==> config.mk <==
export PLATFORM = sky130hd
export DESIGN_NAME = stream_fixed_latency_adapter
export DESIGN_NICKNAME = d
export VERILOG_FILES = /design/src/rtl/stream_fixed_latency_adapter_pkg.sv /design/src/rtl/stream_fixed_latency_adapter_shift_reg.sv /design/src/rtl/stream_fixed_latency_adapter.sv
export SDC_FILE = /design/constraint.sdc
export NUM_CORES = 1
export LEC_CHECK = 0
export CAP_MARGIN = 20
export CORE_MARGIN = 2
export CORE_UTILIZATION = 29
export DETAILED_ROUTE_END_ITERATION = 10
export SETUP_SLACK_MARGIN = 0.1
export SYNTH_ARGS = -nofsm -noshare
export SYNTH_HDL_FRONTEND = slang
export SYNTH_SLANG_ARGS = --single-unit
==> constraint.sdc <==
create_clock -name clk_i -period 1.5 [get_ports clk_i]
set_input_delay 0.45 -clock clk_i [delete_from_list [all_inputs] [get_ports clk_i]]
set_output_delay 0.45 -clock clk_i [all_outputs]
set_load 0.02 [all_outputs]
==> src/rtl/stream_fixed_latency_adapter_pkg.sv <==
// Shared helpers for the fixed-latency stream adapter.
package stream_fixed_latency_adapter_pkg;

  // Circular-buffer pointer advance; depth need not be a power of two.
  function automatic int unsigned wrap_inc(input int unsigned ptr, input int unsigned depth);
    return (ptr + 32'd1 >= depth) ? 32'd0 : ptr + 32'd1;
  endfunction

endpackage

==> src/rtl/stream_fixed_latency_adapter_shift_reg.sv <==
// Fixed-depth delay line with asynchronous active-low reset; Depth=0 is a wire.
module shift_reg #(
  parameter int dtype_w = 1,
  parameter int Depth   = 1
) (
  input  logic               clk_i,
  input  logic               rst_ni,
  input  logic [dtype_w-1:0] d_i,
  output logic [dtype_w-1:0] d_o
);

  if (Depth == 0) begin : g_pass
    logic w_unused;
    assign w_unused = clk_i ^ rst_ni;
    assign d_o      = d_i;
  end else begin : g_reg
    logic [dtype_w-1:0] r_stage [Depth];

    always_ff @(posedge clk_i or negedge rst_ni) begin
      if (!rst_ni) begin
        for (int i = 0; i < Depth; i++) r_stage[i] <= '0;
      end else begin
        r_stage[0] <= d_i;
        for (int i = 1; i < Depth; i++) r_stage[i] <= r_stage[i-1];
      end
    end

    assign d_o = r_stage[Depth-1];
  end

endmodule

==> src/rtl/stream_fixed_latency_adapter.sv <==
// Credit-gated valid/ready wrapper around a fixed-latency, non-stallable unit.
module stream_fixed_latency_adapter
  import stream_fixed_latency_adapter_pkg::*;
#(
  parameter int DataWidth = 8,
  parameter int Latency   = 2,
  parameter int FifoDepth = 3
) (
  input  logic                             clk_i,
  input  logic                             rst_ni,
  input  logic                             valid_i,
  output logic                             ready_o,
  input  logic [DataWidth-1:0]             data_i,
  output logic                             pipe_valid_o,
  output logic [DataWidth-1:0]             pipe_data_o,
  input  logic [DataWidth-1:0]             pipe_data_i,
  output logic                             valid_o,
  input  logic                             ready_i,
  output logic [DataWidth-1:0]             data_o,
  output logic [$clog2(FifoDepth+1)-1:0]   credits_o
);

  localparam int CntW = $clog2(FifoDepth + 1);
  localparam int PtrW = (FifoDepth > 1) ? $clog2(FifoDepth) : 1;

  if (FifoDepth < 1) begin : g_bad_depth
    $error("FifoDepth must be at least 1");
  end

  logic [CntW-1:0]      r_cred;
  logic [CntW-1:0]      r_count;
  logic [CntW-1:0]      r_infl;
  logic [PtrW-1:0]      r_wr_ptr;
  logic [PtrW-1:0]      r_rd_ptr;
  logic [DataWidth-1:0] r_mem [FifoDepth];
  logic [DataWidth-1:0] w_head;
  logic                 w_accept;
  logic                 w_tok_out;
  logic                 w_push;
  logic                 w_pop;

  assign ready_o      = (r_cred != '0);
  assign w_accept     = valid_i && ready_o;
  assign pipe_valid_o = w_accept;
  assign pipe_data_o  = data_i;

  shift_reg #(
    .dtype_w (1),
    .Depth   (Latency)
  ) u_tok_line (
    .clk_i  (clk_i),
    .rst_ni (rst_ni),
    .d_i    (w_accept),
    .d_o    (w_tok_out)
  );

  assign w_push    = w_tok_out;
  assign valid_o   = (r_count != '0);
  assign w_pop     = valid_o && ready_i;
  assign data_o    = w_head;
  assign credits_o = r_cred;

  always_comb begin
    w_head = '0;
    for (int i = 0; i < FifoDepth; i++) begin
      if (r_rd_ptr == PtrW'(i)) w_head = r_mem[i];
    end
  end

  always_ff @(posedge clk_i or negedge rst_ni) begin
    if (!rst_ni) begin
      for (int i = 0; i < FifoDepth; i++) r_mem[i] <= '0;
    end else if (w_push) begin
      for (int i = 0; i < FifoDepth; i++) begin
        if (r_wr_ptr == PtrW'(i)) r_mem[i] <= pipe_data_i;
      end
    end
  end

  // A credit frees only the cycle after its pop, so sustained one-per-cycle
  // flow needs FifoDepth >= Latency+2; shallower buffers run at a fraction.
  always_ff @(posedge clk_i or negedge rst_ni) begin
    if (!rst_ni) begin
      r_cred   <= CntW'(FifoDepth);
      r_count  <= '0;
      r_infl   <= '0;
      r_wr_ptr <= '0;
      r_rd_ptr <= '0;
    end else begin
      case ({w_accept, w_pop})
        2'b10:   r_cred <= r_cred - 1'b1;
        2'b01:   r_cred <= r_cred + 1'b1;
        default: r_cred <= r_cred;
      endcase
      case ({w_push, w_pop})
        2'b10:   r_count <= r_count + 1'b1;
        2'b01:   r_count <= r_count - 1'b1;
        default: r_count <= r_count;
      endcase
      case ({w_accept, w_tok_out})
        2'b10:   r_infl <= r_infl + 1'b1;
        2'b01:   r_infl <= r_infl - 1'b1;
        default: r_infl <= r_infl;
      endcase
      if (w_push) r_wr_ptr <= PtrW'(wrap_inc(32'(r_wr_ptr), FifoDepth));
      if (w_pop)  r_rd_ptr <= PtrW'(wrap_inc(32'(r_rd_ptr), FifoDepth));
    end
  end

  a_credit_invariant: assert property (@(posedge clk_i) disable iff (!rst_ni)
    (32'(r_cred) + 32'(r_count) + 32'(r_infl)) == FifoDepth);

  a_no_push_full: assert property (@(posedge clk_i) disable iff (!rst_ni)
    w_push |-> (32'(r_count) < FifoDepth));

  a_valid_stable: assert property (@(posedge clk_i) disable iff (!rst_ni)
    (valid_o && !ready_i) |=> (valid_o && $stable(data_o)));

endmodule

==> impl_metrics.tcl <==
set metrics [dict create \
    status "complete, but fails checks" \
    failed_checks "setup timing" \
    period_share_pct 116.0 \
    crit_path_max_incr_delay_ps 400 \
    required_ps 1050 \
    clk_pin_slew_ps 70 \
    cts_max_level 2 \
    hp-start "u_tok_line.g_reg.r_stage[1]" \
    async_reset_ff_share_pct 100.0 \
    drv_slew 0 \
    synth_ff_type "dfrtp_1" \
    yosysTopAreaCell "dfrtp_1" \
    area_delta_synth_final_pct 47.85 \
    rsz0062_at_grt "yes" \
    n_antenna_cell 0 \
    min_path_type "reg2reg" \
    syn_inst 123 \
    pin_count 41 \
    grt_overflow 0 \
    grt_use_total_pct 11.83 \
    tritoncts "done" \
    fin_cells 238 \
    antenna_found_initial 0 \
    worst_clock_skew_ps 7.703 \
    clock-sinks 34 \
    yosysMostFrequentCell "dfrtp_1" \
    cts_root_buf "clkbuf_8" \
    synth_edf_count 0 \
    gp_congestion 0.7326 \
    finalWorstSetupSlack_ps -239.3 \
    post-synth-top-area-fraction_pct 51.99 \
    slew-limit-headroom_pct 87.26 \
    cts.path.max_buffers 2 \
    rr_startpoint "credits_o[0]" \
    syn_avg_cell_area_um2 12.52 \
    dpl-instance-area_um2 1991 \
    first_global_vias 1149 \
    drt_iter0_drc 17 \
    cap_violations 0 \
    fp-row-count 26 \
    dr.pass1.iters 4 \
    reg2reg_depth 7 \
    post-place-cells 223 \
    ys_ff_latch 34 \
    min_to "u_tok_line.d_o" \
    crit_arrival_ps 1290 \
    max_freq_mhz 575.0 \
    ir_worst_vdd_uv 1267 \
    worstSetupPathType "reg2out" \
    crit_fanout 6 \
    start_kind "register" \
    final_cell_area_um2 2277 \
    cts_made_buffers 5 \
    r2r-end "credits_o[1]" \
    drc_errors 0 \
    start_util_pct 30.16 \
    synth_cell_types 24 \
    finalSetupTns_ps -2242 \
    synth_area_leaders "dfrtp_1 52%, mux2_2 18%, mux2i_1 5.2%" \
    die_w_um 76.88 \
    die_area_um2 5910 \
    postRouteAntennaNets 0 \
    via_per_inst 4.403 \
    setup_viol 14 \
    core_um2 5107 \
    fin_util_pct 44.59 \
    period_needed_ps 1739 \
    avgRoutedWirePerCell_um 13.66 \
    synth-seq-area-share_pct 55.40 \
    p_leak_nw 1.016 \
    grt_pass1_wl_um 5347 \
    clk_latency_ps 290 \
    synthTopCellsByCount "32 x dfrtp_1, 24 x mux2_2, 11 x o21ai_0" \
    grt_max_degree 35 \
    cp_slowest_cell "dfrtp_1" \
    final-hold-violation-count 0 \
    syn_area_um2 1540 \
    end_kind "primary output" \
    syn_nets 145 \
    path_cells "buf_6 -> mux2i_1 -> o21ai_1 -> buf_4" \
    power_density_nw_per_um2 2478 \
    io_buffers 24 \
    layout-drive-gt1-share_pct 57.14 \
    cts_hold_buf 0 \
    r2r_setup_slack_ps -20 \
    die_h_um 76.88 \
    yosysWarnings 0 \
    dp.final_hpwl_um 2331 \
    tightest_slew_ps 185.8 \
    route.vias.total 1048 \
    wirelength_um 3250 \
    final_nets 189 \
    min_path_cells 0 \
]
## through the flow
stage                     total power [mW]  setup slack, ps  hold WS (ps)
after detailed placement             4.250           -618.5         344.0
final                                5.642           -239.3         360.1
after global routing                 5.982           -337.6         382.1
after floorplan                      3.188            25.48         154.4
after global placement               4.134           -596.9         341.4
after CTS                            5.567           -260.6         360.7
## logic make-up (layout without fill, tap and decap cells)
kind of cell | after synthesis | in the layout | synth area share (%)
XOR/XNOR | 6 | 6 | 3.412
AND/OR/NAND/NOR | 20 | 20 | 6.256
buffers and inverters | 16 | 61 | 6.011
AO/OA/AOI/OAI | 13 | 13 | 4.549
flip-flops | 34 | 34 | 55.40
multiplexers | 32 | 32 | 22.75
adder cells (fa/ha/maj) | 2 | 2 | 1.624
## timing repair
action / in CTS / in global routing
buffers inserted: 4 / 5
pin swaps: 12 / 10
setup endpoints to repair: 24 / 16
resized for setup: 93 / 10
## critical path: cells and delay by family, from the launching register on
family	cells	cell delay [ps]
DFF	1	400
buffers and inverters	2	320
muxes	1	200
AOI/OAI and AO/OA	1	80
## cell usage in the layout (no fill, tap or decap), drive strengths merged, types with 2 or more instances in the layout
cell type,n
mux2i,8
o21ai,11
or2,2
clkdlybuf4s50,9
xnor2,3
buf,38
mux2,24
dlygate4sd2,2
ha,2
a21o,2
nor2,2
dfrtp,32
nor3,2
nand2,10
xor2,3
bufinv,2
clkbuf,5
inv,4
dfstp,2
## where the power goes
group | switching (mW) | total, mW | leakage (nW) | internal, mW
registers | 0.257 | 1.66 | 0.400 | 1.40
clock network | 0.346 | 1.01 | 0.0683 | 0.666
logic | 1.29 | 2.97 | 0.548 | 1.68
total | 1.90 | 5.64 | 1.02 | 3.74
## state kept, by name (all words and copies together) (netlist names)
register and cells:
credits_o 2, r_rd_ptr 2, r_count 2, u_tok_line.d_o 1
r_wr_ptr 2, r_mem 24, u_tok_line.g_reg.r_stage 1
## layer usage
layer  up-vias  GRT usage (%)  routed length [um]
li1        499              -                   -
met1       513          13.00                1337
met2        30          21.23                1744
met3         6          3.647                 129
met4         0          4.545                  38
met5         -              0                   0
## layout make-up
type	count	area [um2]
Tap cell	70	87.58
Inverter	4	15.01
Fill cell	462	2830
Multi-Input combinational cell	73	706.9
Clock buffer	5	68.82
Sequential cell	34	853.3
Timing Repair Buffer	49	476.7
Clock inverter	3	68.82
## how the worst max path moves through the flow
stage / start / endpoint / slack [ps] / cells past startpoint
CTS: r_rd_ptr[0] / data_o[6] / -260 / 5
global route: r_rd_ptr[0] / data_o[0] / -340 / 4
floorplan: r_rd_ptr[0] / data_o[0] / 30 / 3
detailed placement: valid_i / pipe_valid_o / -620 / 4
global placement: valid_i / pipe_valid_o / -600 / 4
finish: r_rd_ptr[0] / data_o[0] / -240 / 4
No activity file was read; power rests on OpenSTA's default activity.
==> edit 1, RTL diff (same flow settings) <==
Make the reset (`rst_ni`) synchronous in 3 clocked blocks. Comments in the files are not updated.
--- a/src/rtl/stream_fixed_latency_adapter_shift_reg.sv
+++ b/src/rtl/stream_fixed_latency_adapter_shift_reg.sv
@@ -18,3 +18,3 @@
 
-    always_ff @(posedge clk_i or negedge rst_ni) begin
+    always_ff @(posedge clk_i) begin
       if (!rst_ni) begin
--- a/src/rtl/stream_fixed_latency_adapter.sv
+++ b/src/rtl/stream_fixed_latency_adapter.sv
@@ -69,3 +69,3 @@
 
-  always_ff @(posedge clk_i or negedge rst_ni) begin
+  always_ff @(posedge clk_i) begin
     if (!rst_ni) begin
@@ -81,3 +81,3 @@
   // flow needs FifoDepth >= Latency+2; shallower buffers run at a fraction.
-  always_ff @(posedge clk_i or negedge rst_ni) begin
+  always_ff @(posedge clk_i) begin
     if (!rst_ni) begin
Check against the original RTL: differs if rst_ni is asserted again (counterexample within 4 cycles, from zero or initial values and one cycle with rst_ni low); with rst_ni held inactive, the same outputs for 10 cycles.
==> edit 1 against the original RTL <==
The run still ends with setup timing left. Worst setup slack improved by 0.074 ns. First-iteration DRC count grew 120%. Sequential share of layout area grew 5.3 points. Via count fell by 4.0%. Sequential cell count did not move. Global-route usage grew 0.98 points. Register-to-register slack better by 0.02 ns. Clock skew shrank 0.0039 ns. Critical path depth stayed put. Cell area fell by 4.5%. Die area is 5.2% lower. Wire length down 1.6%. Synthesized area fell by 5.5%. Critical path type unchanged. Critical endpoint is now data_o[7]. Highest routed layer unchanged.
Power is not compared: it rests on default switching activity, and its combinational part moved more than twofold at a synthesized area within 25%.
==> edit 1: results (changes against the original RTL) <==
| Metric | Value |
|---|---|
| HP Class | `flop to flop` |
| Hold path cells | `1 (+1)` |
| Ys flop type | `edfxtp_1` |
| Routed length per instance | `14.0 um (+2.2%)` |
| # resized after CTS | `88 (-5.4%)` |
| Vias in the first global route | `1115 (-3.0%)` |
| Synthesis warning total | `0 (unchanged)` |
| Number of flops mapped to enable cells by yosys | `24 (+24)` |
| Seq/Total Area, Yosys | `63.3% (+7.9 points)` |
| Worst EP arrival | `1.22 ns (-0.07 ns)` |
| Peak supply drop | `0.000538 V` |
| Non-Filler Instances | `229 (-3.8%)` |
| Number of setup buffers added after CTS | `3 (-1)` |
| Root buf cell | `clkbuf_8` |
| Initial drt markers | `37 (+20)` |
| Top cells by area, synth | `edfxtp_1, dfxtp_1, mux2i_1` |
| Worst slew margin | `79.8% (-7.4 points)` |
| CTS Buf Count | `5 (unchanged)` |
| Synth top cells by count | `edfxtp_1, nand2_1, and2_1` |
| Leak | `0.844 nW` |
| First-pass GRT wire length | `5100 um (-4.6%)` |
| Ant. Diodes | `0 (unchanged)` |
| Distinct cells, synth | `23 (-4.2%)` |
| Failing checks | `setup timing` |
| Port Buffers | `24 (unchanged)` |
| Setup WS post-layout | `-0.166 ns (+0.0737 ns)` |
| Total GRT Usage | `12.8% (+0.98 points)` |
| Post-DR vias/cell | `4.39 (-0.24%)` |
| Run status | `finished, violations left` |
| HPWL Detailed | `2220 um (-4.7%)` |
| Total nets after synthesis | `141 (-2.8%)` |
| Layout cells sized above 1 | `50.6% (-6.5 points)` |
| Largest register FFs | `24 (unchanged)` |
| FF-to-FF path depth | `7 (unchanged)` |
| Maximum number of pins on one net before global-route repair | `14 (-60%)` |
| Placed cells | `218 (-2.2%)` |
| Clock group total power | `0.000822 W` |
| Setup Skew | `0.00380 ns (-0.00391 ns)` |
| Post-placement setup slack | `-0.620 ns (-0.00158 ns)` |
| Post-synth ARST share | `0% (-100 points)` |
| Detailed Routing Iterations Pass 1 | `2 (-2)` |
| Mapped Cells | `119 (-3.3%)` |
| Final setup fails | `10 (-4)` |
| Placer Congestion | `0.678 (-7.4%)` |
| Total Nets Final | `183 (-3.2%)` |
edit 1: cell families after synthesis:
family                   count (synthesis)  share of synthesized area, %
XOR/XNOR                                 4                          2.41
multiplexers                            10                          6.88
AO/OA/AOI/OAI                           17                          6.36
buffers and inverters                   15                          6.02
adder cells (fa/ha/maj)                  2                          1.72
AND/OR/NAND/NOR                         37                          13.3
flip-flops                              34                          63.3
edit 1: final timing paths:
path | from | to | slack (ns)
max | r_rd_ptr[1] | data_o[7] | -0.17
min | u_tok_line.g_reg.r_stage[0][0] | u_tok_line.g_reg.r_stage[0][1] | 0.44
max reg2reg | r_count[0] | r_count[1] | 0
min reg2reg | u_tok_line.g_reg.r_stage[0][0] | u_tok_line.g_reg.r_stage[0][1] | 0.44
edit 1: final cells by class:
cell class,instances,area [um2]
fillers,448,2610
flip-flops and latches,34,930
multi-input cells,70,599
repair buffers,47,443
well taps,67,83.8
clock buffers,5,68.8
clock inverters,3,40.0
inverters,3,11.3
edit 1: stage by stage:
stage               hold slack [ns]  util, %  cell area [um2]  setup TNS (ns)  total power, W
global route                  0.472     45.5             2180           -1.88         0.00278
CTS                           0.442     43.7             2090           -1.51         0.00262
detailed placement            0.425     39.8             1910          -19.92         0.00173
finish                        0.437     45.5             2180           -1.29         0.00265
global placement              0.416     39.8             1910          -18.46         0.00171
floorplan                     0.412        -             1510               0         0.00146
edit 1: layer usage:
layer | vias to the layer above | share of wire (%) | track usage (%)
met1 | 482 | 39 | 12.7
met5 | - | 0 | 0
li1 | 488 | - | -
met3 | 6 | 5.2 | 4.69
met2 | 30 | 54 | 23.8
met4 | 0 | 1.9 | 5.56
edit 1: critical path, cell delays in order, from the launching register on:
cell and delay (ns):
dfxtp_4 0.37, buf_8 0.13, mux2i_1 0.22, o21ai_2 0.08, buf_6 0.13
==> edit 2, RTL diff (same flow settings) <==
Made on the original files. Change the parameter `Latency` from 2 to 4. Comments in the files are not updated.
--- a/src/rtl/stream_fixed_latency_adapter.sv
+++ b/src/rtl/stream_fixed_latency_adapter.sv
@@ -5,3 +5,3 @@
   parameter int DataWidth = 8,
-  parameter int Latency   = 2,
+  parameter int Latency   = 4,
   parameter int FifoDepth = 3
Check against the original RTL: not equivalent (a bounded check fails within 4 cycles, from zero or initial values and one cycle with rst_ni low).
==> edit 2 against the original RTL <==
The flow still finishes with violations (setup timing). Cell area down 0.55%. Total power down 5.3%. Worst setup slack worse by 0.014 ns. Synthesized area up 3.2%. Sequential share of layout area up 2.4 points. Sequential cell count up 2. Die area up 3.1%. Wire length down 1.4%. Utilization down 1.1 points. Critical path depth unchanged. Register-to-register slack better by 0.02 ns.
==> edit 2: results (changes against the original RTL) <==
| Metric | Value |
|---|---|
| Final setup fails | `12 (-2)` |
| Leak | `0.998 nW (-1.8%)` |
| Mapped Cells | `125 (+1.6%)` |
| End of the critical path | `data_o[7]` |
| Initial drt markers | `58 (+41)` |
| Met1 usage | `13.3% (+0.28 points)` |
| Met3 WL | `157 um (+22%)` |
| Layout cells sized above 1 | `55.4% (-1.8 points)` |
| Peak supply drop | `0.00137 V (+7.9%)` |
| Post-placement setup slack | `-0.616 ns (+0.00245 ns)` |
| Synth top cells by count | `dfrtp_1, mux2_2, o21ai_0, nand2_1` |
| M2 GR Usage | `20.4% (-0.80 points)` |
| Run status | `finished, violations left` |
| Top cells by area, synth | `dfrtp_1, mux2_2, mux2i_1` |
| Reg2reg setup slack | `0 ns (+0.02 ns)` |
| Failing checks | `setup timing` |
| Post-route setup TNS | `-2.08 ns (+0.167 ns)` |
| GR Layer Usage met3 | `3.68% (+0.031 points)` |
| Met2 WL | `1690 um (-3.0%)` |
| Placer Congestion | `0.657 (-10%)` |
| Maximum number of pins on one net before global-route repair | `37 (+5.7%)` |
| First-pass GRT wire length | `5440 um (+1.7%)` |
| Total nets after synthesis | `147 (+1.4%)` |
| Setup WS post-layout | `-0.253 ns (-0.0140 ns)` |
| Total GRT Usage | `11.7% (-0.10 points)` |
| Worst slew pin tran | `0.180 ns (-0.00545 ns)` |
-- edit 2: cell types whose count changed in the layout (fill, tap and decap cells not counted), moves of 2 or more --
cell,unedited run,this run
bufinv_16,2,0
mux2_4,2,0
dfrtp_1,32,34
clkbuf_1,0,2
mux2_2,22,24
-- edit 2: layout make-up --
class | instances | area [um2] | area share [%]
clock buffers | 8 | 90.1 | 3.98
inverters | 4 | 15.0 | 0.663
multi-input cells | 73 | 711 | 31.4
flip-flops and latches | 36 | 903 | 39.9
well taps | 70 | 87.6 | 3.87
repair buffers | 47 | 458 | 20.2
-- edit 2: where the power goes --
group | switching [W] | internal [W] | leakage (nW)
Sequential | 0.000254 | 0.00147 | 0.425
Combinational | 0.00130 | 0.00162 | 0.527
Clock | 0.000319 | 0.000374 | 0.0455
-- edit 2: what timing repair did --
| action | CTS | global route |
|---|---|---|
| resized for setup | 89 | 10 |
| pin swaps | 7 | 1 |
| buffers inserted | 3 | 3 |
| endpoints found under the setup margin | 23 | 20 |
